===== config.mk =====
export PLATFORM = sky130hd
export DESIGN_NAME = t_clkq_setup_sequencer
export DESIGN_NICKNAME = d
export VERILOG_FILES = /design/src/rtl/t_clkq_setup_sequencer.sv
export SDC_FILE = /design/constraint.sdc
export NUM_CORES = 1
export LEC_CHECK = 0
export CAP_MARGIN = 20
export CORE_MARGIN = 4
export CORE_UTILIZATION = 45
export DETAILED_ROUTE_END_ITERATION = 6
export PLACE_DENSITY = 0.61
export RECOVER_POWER = 50
export SLEW_MARGIN = 40
export SYNTH_ARGS = -nofsm -noshare
export SYNTH_HDL_FRONTEND = slang
export SYNTH_SLANG_ARGS = --single-unit

===== constraint.sdc =====
create_clock -name clk -period 8.25 [get_ports clk]
set_clock_uncertainty 0.15 [all_clocks]
set_input_delay 0.825 -clock clk [delete_from_list [all_inputs] [get_ports clk]]
set_output_delay 0.825 -clock clk [all_outputs]
set_load 0.05 [all_outputs]

===== src/rtl/t_clkq_setup_sequencer.sv =====
`default_nettype none
// ----------------------------------------------------------------------------
// t_clkq_setup_sequencer: sequences start/window/capture runs of the clk-to-q +
// setup measurement core, and reports the averaged count delta and its spread. Rev 1.0
// ----------------------------------------------------------------------------
module t_clkq_setup_sequencer #(
  parameter int CNT_WIDTH = 8,
  parameter int WINDOW    = 200,
  parameter int START_LEN = 2,
  parameter int LOG_AVG   = 2
) (
  input  logic                 clk,
  input  logic                 rst,
  input  logic                 meas_req,
  output logic                 meas_start,
  input  logic [CNT_WIDTH-1:0] measured_cnt,
  output logic                 busy,
  output logic [CNT_WIDTH-1:0] result,
  output logic [CNT_WIDTH-1:0] spread,
  output logic                 result_valid,
  input  logic                 result_ready
);

  localparam int ACC_WIDTH = CNT_WIDTH + LOG_AVG;
  localparam int RUN_W     = (LOG_AVG > 0) ? LOG_AVG : 1;
  localparam int SC_W      = (START_LEN > 1) ? $clog2(START_LEN) : 1;

  localparam logic [SC_W-1:0]      START_LAST = SC_W'(START_LEN - 1);
  localparam logic [CNT_WIDTH-1:0] WIN_LOAD   = CNT_WIDTH'(WINDOW - 1);
  localparam logic [RUN_W-1:0]     LAST_RUN   = RUN_W'((1 << LOG_AVG) - 1);

  localparam logic [2:0] S_IDLE    = 3'd0;
  localparam logic [2:0] S_START   = 3'd1;
  localparam logic [2:0] S_RUN     = 3'd2;
  localparam logic [2:0] S_CAPTURE = 3'd3;
  localparam logic [2:0] S_DONE    = 3'd4;

  generate
    if (WINDOW < 1 || WINDOW > (2 ** CNT_WIDTH) - 2) begin : g_bad_window
      $error("t_clkq_setup_sequencer: WINDOW out of range 1..2^CNT_WIDTH-2");
    end
    if (START_LEN < 1) begin : g_bad_start_len
      $error("t_clkq_setup_sequencer: START_LEN must be >= 1");
    end
  endgenerate

  logic [2:0]           state_q, state_d;
  logic [SC_W-1:0]      start_cnt_q, start_cnt_d;
  logic [CNT_WIDTH-1:0] win_q, win_d;
  logic [RUN_W-1:0]     run_idx_q, run_idx_d;
  logic [ACC_WIDTH-1:0] acc_q, acc_d;
  logic [CNT_WIDTH-1:0] min_q, min_d;
  logic [CNT_WIDTH-1:0] max_q, max_d;
  logic [CNT_WIDTH-1:0] base_q, base_d;
  logic [CNT_WIDTH-1:0] result_q, result_d;
  logic [CNT_WIDTH-1:0] spread_q, spread_d;
  logic                 result_valid_q, result_valid_d;
  logic                 meas_start_q, meas_start_d;
  logic                 busy_q, busy_d;

  logic                 req_accept;
  logic [CNT_WIDTH-1:0] delta;
  logic [ACC_WIDTH-1:0] acc_avg;
  logic                 unused_acc;

  // A pending result blocks new requests unless it is being consumed this cycle.
  assign req_accept = meas_req && (!result_valid_q || result_ready);
  // Modular subtraction keeps the delta correct across a counter wrap.
  assign delta      = measured_cnt - base_q;
  assign acc_avg    = acc_q >> LOG_AVG;
  assign unused_acc = ^acc_avg;

  always_ff @(posedge clk) begin
    if (rst) begin
      state_q        <= S_IDLE;
      start_cnt_q    <= '0;
      win_q          <= '0;
      run_idx_q      <= '0;
      acc_q          <= '0;
      min_q          <= '1;
      max_q          <= '0;
      base_q         <= '0;
      result_q       <= '0;
      spread_q       <= '0;
      result_valid_q <= 1'b0;
      meas_start_q   <= 1'b0;
      busy_q         <= 1'b0;
    end else begin
      state_q        <= state_d;
      start_cnt_q    <= start_cnt_d;
      win_q          <= win_d;
      run_idx_q      <= run_idx_d;
      acc_q          <= acc_d;
      min_q          <= min_d;
      max_q          <= max_d;
      base_q         <= base_d;
      result_q       <= result_d;
      spread_q       <= spread_d;
      result_valid_q <= result_valid_d;
      meas_start_q   <= meas_start_d;
      busy_q         <= busy_d;
    end
  end

  always_comb begin
    state_d = state_q;
    case (state_q)
      S_IDLE:    if (req_accept) state_d = S_START;
      S_START:   if (start_cnt_q == '0) state_d = S_RUN;
      S_RUN:     if (win_q == '0) state_d = S_CAPTURE;
      S_CAPTURE: state_d = (run_idx_q == LAST_RUN) ? S_DONE : S_START;
      S_DONE:    state_d = S_IDLE;
      default:   state_d = S_IDLE;
    endcase
  end

  always_comb begin
    start_cnt_d    = start_cnt_q;
    win_d          = win_q;
    run_idx_d      = run_idx_q;
    acc_d          = acc_q;
    min_d          = min_q;
    max_d          = max_q;
    base_d         = base_q;
    result_d       = result_q;
    spread_d       = spread_q;
    result_valid_d = result_valid_q;

    if (result_valid_q && result_ready) result_valid_d = 1'b0;

    case (state_q)
      S_IDLE: begin
        if (req_accept) begin
          acc_d       = '0;
          run_idx_d   = '0;
          min_d       = '1;
          max_d       = '0;
          start_cnt_d = START_LAST;
        end
      end
      S_START: begin
        if (start_cnt_q == '0) begin
          base_d = measured_cnt;
          win_d  = WIN_LOAD;
        end else begin
          start_cnt_d = start_cnt_q - SC_W'(1);
        end
      end
      S_RUN: begin
        if (win_q != '0) win_d = win_q - CNT_WIDTH'(1);
      end
      S_CAPTURE: begin
        acc_d = acc_q + ACC_WIDTH'(delta);
        if (delta < min_q) min_d = delta;
        if (delta > max_q) max_d = delta;
        if (run_idx_q != LAST_RUN) begin
          run_idx_d   = run_idx_q + RUN_W'(1);
          start_cnt_d = START_LAST;
        end
      end
      S_DONE: begin
        result_d       = acc_avg[CNT_WIDTH-1:0];
        spread_d       = max_q - min_q;
        result_valid_d = 1'b1;
      end
      default: ;
    endcase
  end

  // Strobes are registered copies of the next-state decode, so they track state_q exactly.
  always_comb begin
    meas_start_d = (state_d == S_START);
    busy_d       = (state_d != S_IDLE);
  end

  assign meas_start   = meas_start_q;
  assign busy         = busy_q;
  assign result       = result_q;
  assign spread       = spread_q;
  assign result_valid = result_valid_q;

endmodule
`default_nettype wire


== Word-level counts from Yosys, hierarchy flattened ==
Cells that the tools add are included.
W data, S select, Z words.

* Multiplexer cells: 25
* Add/subtract/negate cells: 6
* Bitwise operators: 1
* $lt $le $gt $ge: 2
* Reductions and logical operators: 19
* Equality and inequality tests: 13

{| class="wikitable"
|+ Operator list
! cell !! count
|-
| $mux W8 || 6
|-
| $pmux W8 S2 || 3
|-
| $pmux W10 S2 || 1
|-
| $sub A8 B8 Y8 || 2
|-
| $reduce_and A3 Y1 || 5
|-
| $ne A2 B2 Y1 const B || 7
|-
| $mux W3 || 4
|-
| $pmux W3 S4 || 1
|-
| $add A10 B8 Y10 || 1
|-
| $mux W10 || 1
|-
| $gt A8 B8 Y1 || 1
|-
| $logic_not A8 Y1 || 1
|-
| $lt A8 B8 Y1 || 1
|-
| $reduce_bool A8 Y1 || 1
|-
| $sub A8 B1 Y8 const B || 1
|-
| $eq A3 B1 Y1 const B || 2
|-
| $eq A3 B2 Y1 const B || 2
|-
| $reduce_bool A2 Y1 || 3
|-
| $reduce_bool A3 Y1 || 2
|-
| $mux W1 || 5
|-
| $mux W2 || 2
|-
| $pmux W2 S2 || 1
|-
| $reduce_and A2 Y1 || 2
|-
| $eq A3 B3 Y1 const B || 1
|-
| other kinds (9) || 10
|}

* Logic and storage cells: 79
* Output and inout bits: 19
* Bits of input ports: 12
* Flip-flop bits (word level): 67

== Depth between registers and ports, before layout ==
* Word-level depth: 6
* Depth in mapped cells: 16
* Depth with buffers taken out: 15

== Least setup slack after synthesis ==
OpenSTA, ideal clock, no wires.

* Path type: input port to flip-flop
* From: in measured_cnt[0]
* To: reg min_q[6]
* Required time: 8026 ps
* Path buffers: 1
* Library setup time: 74 ps
* Data arrival time: 3599 ps
* Setup slack: 4427 ps
* Stages: 16
* Cells stage by stage: inv_1 ha_1 inv_1 fa_1 a21o_1 a21oi_1 xor2_1 inv_1 ha_1 a21o_1 a2111oi_0 o2bb2ai_1 o21bai_1 buf_2 and2_0 o21ai_0

* Longest elaborated chain between the ends: 4
* Elaborated cells between the ends (all ways): 6
* Classes of those cells: add/sub: 1; order compare: 1; eq/ne: 1; mux: 2; reduce/logical: 1

{| class="wikitable"
|+ Ends and longest elaborated chain
! element !! RTL line !! text
|-
| from (decl) || 16 || <nowiki>input logic [CNT_WIDTH-1:0] measured_cnt,</nowiki>
|-
| $sub A8 B8 Y8 (*) || 69 || <nowiki>assign delta = measured_cnt - base_q;</nowiki>
|-
| $lt A8 B8 Y1 || 154 || <nowiki>if (delta < min_q) min_d = delta;</nowiki>
|-
| $ne A2 B2 Y1 (no line) || -- ||
|-
| $reduce_and A3 Y1 (no line) || -- ||
|-
| to (signal assigned) || 94 || <nowiki>min_q <= min_d;</nowiki>
|-
| to (decl) || 52 || <nowiki>logic [CNT_WIDTH-1:0] min_q, min_d;</nowiki>
|}

Every way passes the cells marked *; elsewhere a longest branch is shown, timed or not. The select of a mux whose other input is x is not followed.
A chain may end at the register's enable or synchronous reset.

== Worst setup path in the final report ==
* From: in measured_cnt[0]
* To: reg min_q[3]

Same word-level chain as after synthesis.

==> summary.txt <==
Run status
  • Status: finished, violations left
  • Failing checks: max-capacitance violations, max-slew violations

Timing
  • Hold_ws: 295 ps
  • Period utilization: 0.538
  • Worst Tran Pin Value: 2640 ps
  • Final Setup Violations: 0
  • Slew HR: -0.759
  • Fmax: 225 MHz
  • Final min period: 4440 ps
  • Fin Setup TNS: 0 ps
  • RSZ-0062 raised after global routing: no
  • Slew Viols, Final: 75
  • Final Hold Fails: 0

Die
  • Total die area: 10200 um^2
  • Initial Utilization: 0.469
  • Std-Cell Rows: 33
  • Die height: 101 um
  • Core area: 8300 um^2
  • Die Span X: 101 um
  • Top-Level Pins: 31

Setup path
  • Crit path DAT: 4550 ps
  • Crit path max fanout: 10
  • Reg2reg start: base_q[0]$_SDFFE_PP0P_
  • Origin of the worst setup path: measured_cnt[0]
  • Crit path top cell by count: inv_1
  • Critical path type: input pin to register
  • Worst path buffer plus inverter count: 4
  • R2r setup slk: 4430 ps
  • Worst stage delay on the critical path: 450 ps
  • Worst EP required: 8360 ps
  • Worst setup path endpoint: min_q[3]$_SDFFE_PP1P_
  • Cell Chain, Critical Path: clkdlybuf4s50_1 -> inv_1 -> ha_1 -> inv_1 -> fa_1 -> a21o_1 -> a21oi_1 -> xor2_1 -> inv_1 -> ha_1 -> a21o_1 -> a2111oi_0 -> o2bb2ai_1 -> o21bai_1 -> and2_0 -> o21ai_0
  • Levels on crit path: 16
  • CP max-delay cell: a2111oi_0
  • Startpoint types: input pin
  • RR Endpoint: min_q[3]$_SDFFE_PP1P_
  • CP endpoint kind: register
  • Worst reg2reg path depth: 14
  • CP delay by family, top: compound AO/OA/AOI/OAI gates

Logic synthesis
  • Post-synth ARST share: 0
  • Gate Count Post-Synth: 472
  • Area leader, netlist: dfxtp_1
  • #FFs+latches synth: 67
  • Post-synth top flop: dfxtp_1
  • Sequential area share after synthesis: 0.344
  • Synth top area cells: dfxtp_1, ha_1, nand2_1, a21oi_1, nor2_1
  • Syn Nets: 527
  • Top-count cell post-synth: dfxtp_1
  • Synth cell count leaders: dfxtp_1, nand2_1, a21oi_1, nor2_1, ha_1
  • Syn_area_per_cell: 8.25 um^2
  • Post-Syn Area: 3900 um^2
  • Ys Warns: 0
  • Synth unique cells: 58
  • EDFF count, synth: 0
  • Top-area cell type share of the netlist area: 0.344

Hold path
  • Worst min-delay path category: register to register

Job
  • Max Cap Violations: 2

Routing
  • DR iter-0 viols: 55
  • Final wirelength: 8650 um
  • Post-DR wirelength/cell: 14.3 um
  • ANT nets after route: 0
  • DRT Pass-1 Iters: 5
  • Vias per cell: 5.38
  • Routed via count: 3257
  • DRC Markers: 0

Clocking
  • CTS root buf: clkbuf_8
  • Post-CTS setup buffers: 0
  • Resized Gates After CTS: 0
  • H-tree Lvls: 3
  • Num Clock Sinks: 67
  • CTS Hold Bufs: 0
  • Worst-Skew Late Latency: 350 ps
  • CTS tree: yes
  • Clock slew at reported path FFs: 70 ps
  • Total CTS buffers: 9
  • CTS max path bufs: 2

Place
  • I/O Buffers: 30
  • Post-DP HPWL: 6390 um
  • Gpl congestion: 0.884

Final layout
  • Core Util, Final: 0.538
  • Antenna fix cells: 0
  • Layout cells sized above 1: 0.0540
  • P&R area growth vs syn: 14.7%
  • # nets final: 550
  • Filler Cell Count: 806

GRT
  • Global-route wire length before repair: 14500 um
  • Vias in the first global route: 3048
  • Global route total overflow: 0
  • Largest net degree at the start of global routing: 62
  • Initial antenna violation count: 0
  • Total GRT Usage: 0.178

Power
  • Peak VDD IR: 0.0756 mV
  • P per Cell Area: 207 nW/um^2
  • Leak: 1.84 nW
-- metrics by stage --
stage	instance area [um^2]	power [mW]	worst slack [ps]	cells
2_1_floorplan	3900	0.545	4430	472
3_3_place_gp	4260	0.594	3660	589
3_5_place_dp	4260	0.600	3460	589
4_1_cts	4500	0.936	3830	605
5_1_grt	4470	0.979	3460	605
6_report	4470	0.923	3810	605
-- cell type report --
type / instances / area [um^2] / share of cell area
timing repair buffer: 32 / 303 / 0.0678
inverter: 38 / 143 / 0.0319
sequential: 67 / 1340 / 0.300
clock inverter: 7 / 116 / 0.0260
tap: 105 / 131 / 0.0294
multi-input combinational: 347 / 2310 / 0.517
clock buffer: 9 / 124 / 0.0277
-- where the power goes --
group / switching, mW / internal (mW) / leakage (nW) / total, mW
Clock: 0.132 / 0.200 / 0.119 / 0.332
Sequential: 0.0178 / 0.345 / 0.543 / 0.363
Combinational: 0.137 / 0.0904 / 1.18 / 0.227
Total: 0.287 / 0.636 / 1.84 / 0.923
-- how the worst min path moves through the flow --
stage	depth (start not counted)	startpoint	end
final	2	spread[3]$_SDFFE_PP0P_	spread[3]$_SDFFE_PP0P_
after global routing	2	spread[4]$_SDFFE_PP0P_	spread[4]$_SDFFE_PP0P_
after CTS	2	spread[3]$_SDFFE_PP0P_	spread[3]$_SDFFE_PP0P_
after detailed placement	2	spread[3]$_SDFFE_PP0P_	spread[3]$_SDFFE_PP0P_
after global placement	2	spread[3]$_SDFFE_PP0P_	spread[3]$_SDFFE_PP0P_
after floorplan	2	base_q[1]$_SDFFE_PP0P_	base_q[1]$_SDFFE_PP0P_
-- sequential cells by signal, summed over array words and instances, names as in the netlist, 2 cells and up --
signal	count
max_q	8
acc_q	10
spread	8
state_q	3
run_idx_q	2
win_q	8
result	8
min_q	8
base_q	8
-- layout by cell type, fill, tap and decap left out, drive strengths merged, types with 4 or more instances in the layout --
| cell type | netlist | routed |
|---|---|---|
| a211oi | 6 | 6 |
| a21o | 5 | 5 |
| a21oi | 42 | 42 |
| a31oi | 5 | 5 |
| and2 | 6 | 6 |
| clkbuf | 15 | 11 |
| clkdlybuf4s50 | 0 | 20 |
| dfxtp | 67 | 67 |
| dlygate4sd3 | 0 | 9 |
| ha | 40 | 40 |
| inv | 38 | 38 |
| mux2i | 9 | 9 |
| nand2 | 59 | 59 |
| nand3 | 11 | 11 |
| nor2 | 42 | 42 |
| nor2b | 10 | 10 |
| nor3 | 13 | 13 |
| nor3b | 6 | 6 |
| nor4b | 4 | 4 |
| o21a | 5 | 5 |
| o21ai | 19 | 19 |
| xnor2 | 9 | 9 |
| xor2 | 9 | 9 |
-- per-layer routing --
metal | global-route usage | part of all wire | wire, um
met2 | 0.288 | 0.46 | 3970
met4 | 0.0746 | 0.012 | 107
met1 | 0.237 | 0.49 | 4220
met3 | 0.0270 | 0.042 | 361
met5 | 0 | 0 | 0
-- logic make-up after synthesis --
logic type               count (synthesis)  share of synthesized area
AO/OA/AOI/OAI                          106                      0.170
XOR/XNOR                                18                     0.0405
adder cells (fa/ha/maj)                 43                      0.144
buffers and inverters                   58                     0.0578
flip-flops                              67                      0.344
multiplexers                            12                     0.0318
AND/OR/NAND/NOR                        168                      0.212
-- worst reg2reg max path: cells and delay by family, from the launching register on --
kind            cells  cell delay (ps)
simple gates        1              270
xor+xnor            1              270
fa+ha+maj           3              890
compound gates      7             1640
buf+inv             2              200
flops               1              330
No activity file was read; power rests on OpenSTA's default activity.
==> variant (same flow settings) <==
The parameter `LOG_AVG` goes from 2 to 3.
--- a/src/rtl/t_clkq_setup_sequencer.sv
+++ b/src/rtl/t_clkq_setup_sequencer.sv
@@ -7,7 +7,7 @@
   parameter int CNT_WIDTH = 8,
   parameter int WINDOW    = 200,
   parameter int START_LEN = 2,
-  parameter int LOG_AVG   = 2
+  parameter int LOG_AVG   = 3
 ) (
   input  logic                 clk,
   input  logic                 rst,
Function: same outputs for any inputs over 10 cycles, from zero or initial values and one cycle with rst high; that may be too few to reach the edited logic, so the function may still have changed.
==> variant against the original RTL <==
The run still ends with max-capacitance violations, max-slew violations left. Largest cell class unchanged. Utilization fell by 1.1 points. Wire length increased by 2.8%. Final area increased by 2.4%. Sequential cell count is 2 higher. Combinational power down 4%. Worst setup slack gained 0.022 ns. Worst hold slack improved by 0.0028 ns. Final cell count increased by 4.3%. Total power fell by 5.3%. Critical endpoint is now min_q[7]$_SDFFE_PP1P_. Global-route usage grew 0.37 points. Critical path type unchanged. Count of clock-buffer cells in the layout rose by 1. Synthesized area is 2.7% higher.
==> variant: results (changes against the original RTL) <==
Synth:
- The share of flip-flops with an asynchronous set or reset is 0% (unchanged).
- Ranked by total cell area, the synthesized netlist is headed by dfxtp_1 (35%), ha_1 (13%), a21oi_1 (6.4%).
- Sorting the synthesized cells by how often they occur yields dfxtp_1 (69), nand2_1 (61), a21oi_1 (51).
- The sequential cell area fraction in the yosys report was 34.5% (+0.11 points).
- The distinct cell type count after synthesis was 59 (+1.7%).
- The net count after synthesis is 548 (+4.0%).
- The synthesized area divided by synthesized cell count is 8.11 um2 (-1.7%).

Place:
- The number of placed cells counting well taps was 615 (+4.4%).
- The detailed placer's ending HPWL is 6350 um (-0.65%).
- The cell area after placement is 4380 um2 (+2.9%).
- The routability-driven placement congestion ratio is 0.778 (-12%).

Setup path:
- The worst path arrival time is 4.47 ns (-0.08 ns).
- The minimum setup slack among reg-to-reg paths came to 4.60 ns (+0.17 ns).
- In this run the critical register-to-register path is captured at min_q[7]$_SDFFE_PP1P_.
- The slowest stage of the critical path belongs to the cell dlygate4sd3_1.
- The worst-path maximum fanout is 13 (+3).
- The highest cell delay on the worst timing path is 0.56 ns (+0.11 ns).
- The number of cells traversed by the worst register-to-register path is 13 (-1).

Detailed routing:
- The routed wire length is 8900 um (+2.8%).
- The first-pass detailed-route iteration total is 4 (-1).
- The number of design-rule violations left by the first detailed-router iteration was 114 (+110%).
- The via density per instance is 5.45 (+1.2%).

Cells and area:
- Counting flops per register, the top entry is acc_q.
- The fraction of final layout cells with drive strength greater than 1 came to 5.93% (+0.53 points).
- The number of flip-flops in the largest register was 11 (+1).
- The final-stage net count is 573 (+4.2%).
- The number of non-filler instances in the completed layout came to 631 (+4.3%).

Timing:
- The final worst hold slack is 0.298 ns (+0.00277 ns).
- The count of pins over their slew limit is 64 (-15%).
- The worst max-slew margin expressed relative to the limit came to -94.5% (-19 points).

Global route:
- The number of antenna violations at the first check in global routing is 0 (unchanged).
- The pin count of the biggest net entering global routing is 64 (+3.2%).
- The total routing resource utilization after global routing was 18.2% (+0.37 points).
- The global-route wire length before repair is 15200 um (+5.0%).
- The number of global-route vias before repair is 3257 (+6.9%).

Status:
- The run finished, with violations left.
- The final reports fail on max-capacitance violations, max-slew violations.

Job:
- The number of maximum-capacitance constraint violations was 1 (-1).

Clock tree:
- Clock-pin slew was measured on the worst setup and hold paths at around 0.08 ns.

Worst hold path:
- The cell depth of the worst min-delay path came to 2 (unchanged).

Pwr:
- The worst voltage drop across the vdd grid is 0.000114 V (+51%).
- The total leakage power came to 0.00182 uW (-1.1%).
## variant: worst max-delay path by stage
stage,slack [ns],startpoint,depth (start not counted),to
6_report,3.83,measured_cnt[0],15,min_q[7]$_SDFFE_PP1P_
2_1_floorplan,4.36,measured_cnt[0],16,max_q[0]$_SDFFE_PP0P_
4_1_cts,3.99,measured_cnt[0],15,min_q[3]$_SDFFE_PP1P_
3_3_place_gp,3.74,measured_cnt[0],15,min_q[5]$_SDFFE_PP1P_
5_1_grt,3.32,measured_cnt[0],15,min_q[5]$_SDFFE_PP1P_
3_5_place_dp,3.61,measured_cnt[0],15,min_q[3]$_SDFFE_PP1P_
## variant: cell type report
cell class,instances,area (um2)
multi-input combinational,365,2380
clock inverter,6,70.1
fill,897,4110
clock buffer,10,138
tap,108,135
sequential,69,1380
inverter,38,143
timing repair buffer,35,325
## variant: routing by layer
metal	global-route usage, %	vias to the layer above	share of wire (%)	wire, um
li1	-	1780	-	-
met1	23.3	1584	47	4230
met2	30.3	62	47	4170
met3	2.80	12	4.1	368
met4	8.07	0	1.5	136
met5	0	-	0	0
## variant: logic make-up after synthesis
group / after synthesis / synth area share (%)
adder cells (fa/ha/maj): 43 / 14.0
AND/OR/NAND/NOR: 186 / 23.0
multiplexers: 8 / 2.03
flip-flops: 69 / 34.5
AO/OA/AOI/OAI: 114 / 17.6
XOR/XNOR: 14 / 3.07
buffers and inverters: 59 / 5.82
## variant: where the power goes
group	switching (uW)	total [uW]	internal, uW
Combinational	128	217	88.6
Clock	139	289	149
Sequential	15.9	368	352
## variant: critical path: cells and delay by family
kind,cells,cell delay (ns)
AOI/OAI and AO/OA,7,1.48
adders and majority gates,3,0.94
buffers and inverters,3,0.69
xor gates and xnor gates,1,0.28
and+or+nand+nor,1,0.25
## variant: stage by stage
step | setup WS (ns) | util [%]
finish | 3.83 | 52.7
global route | 3.32 | 52.7
CTS | 3.99 | 52.8
detailed placement | 3.61 | 50.4
global placement | 3.74 | 50.4
floorplan | 4.36 | -
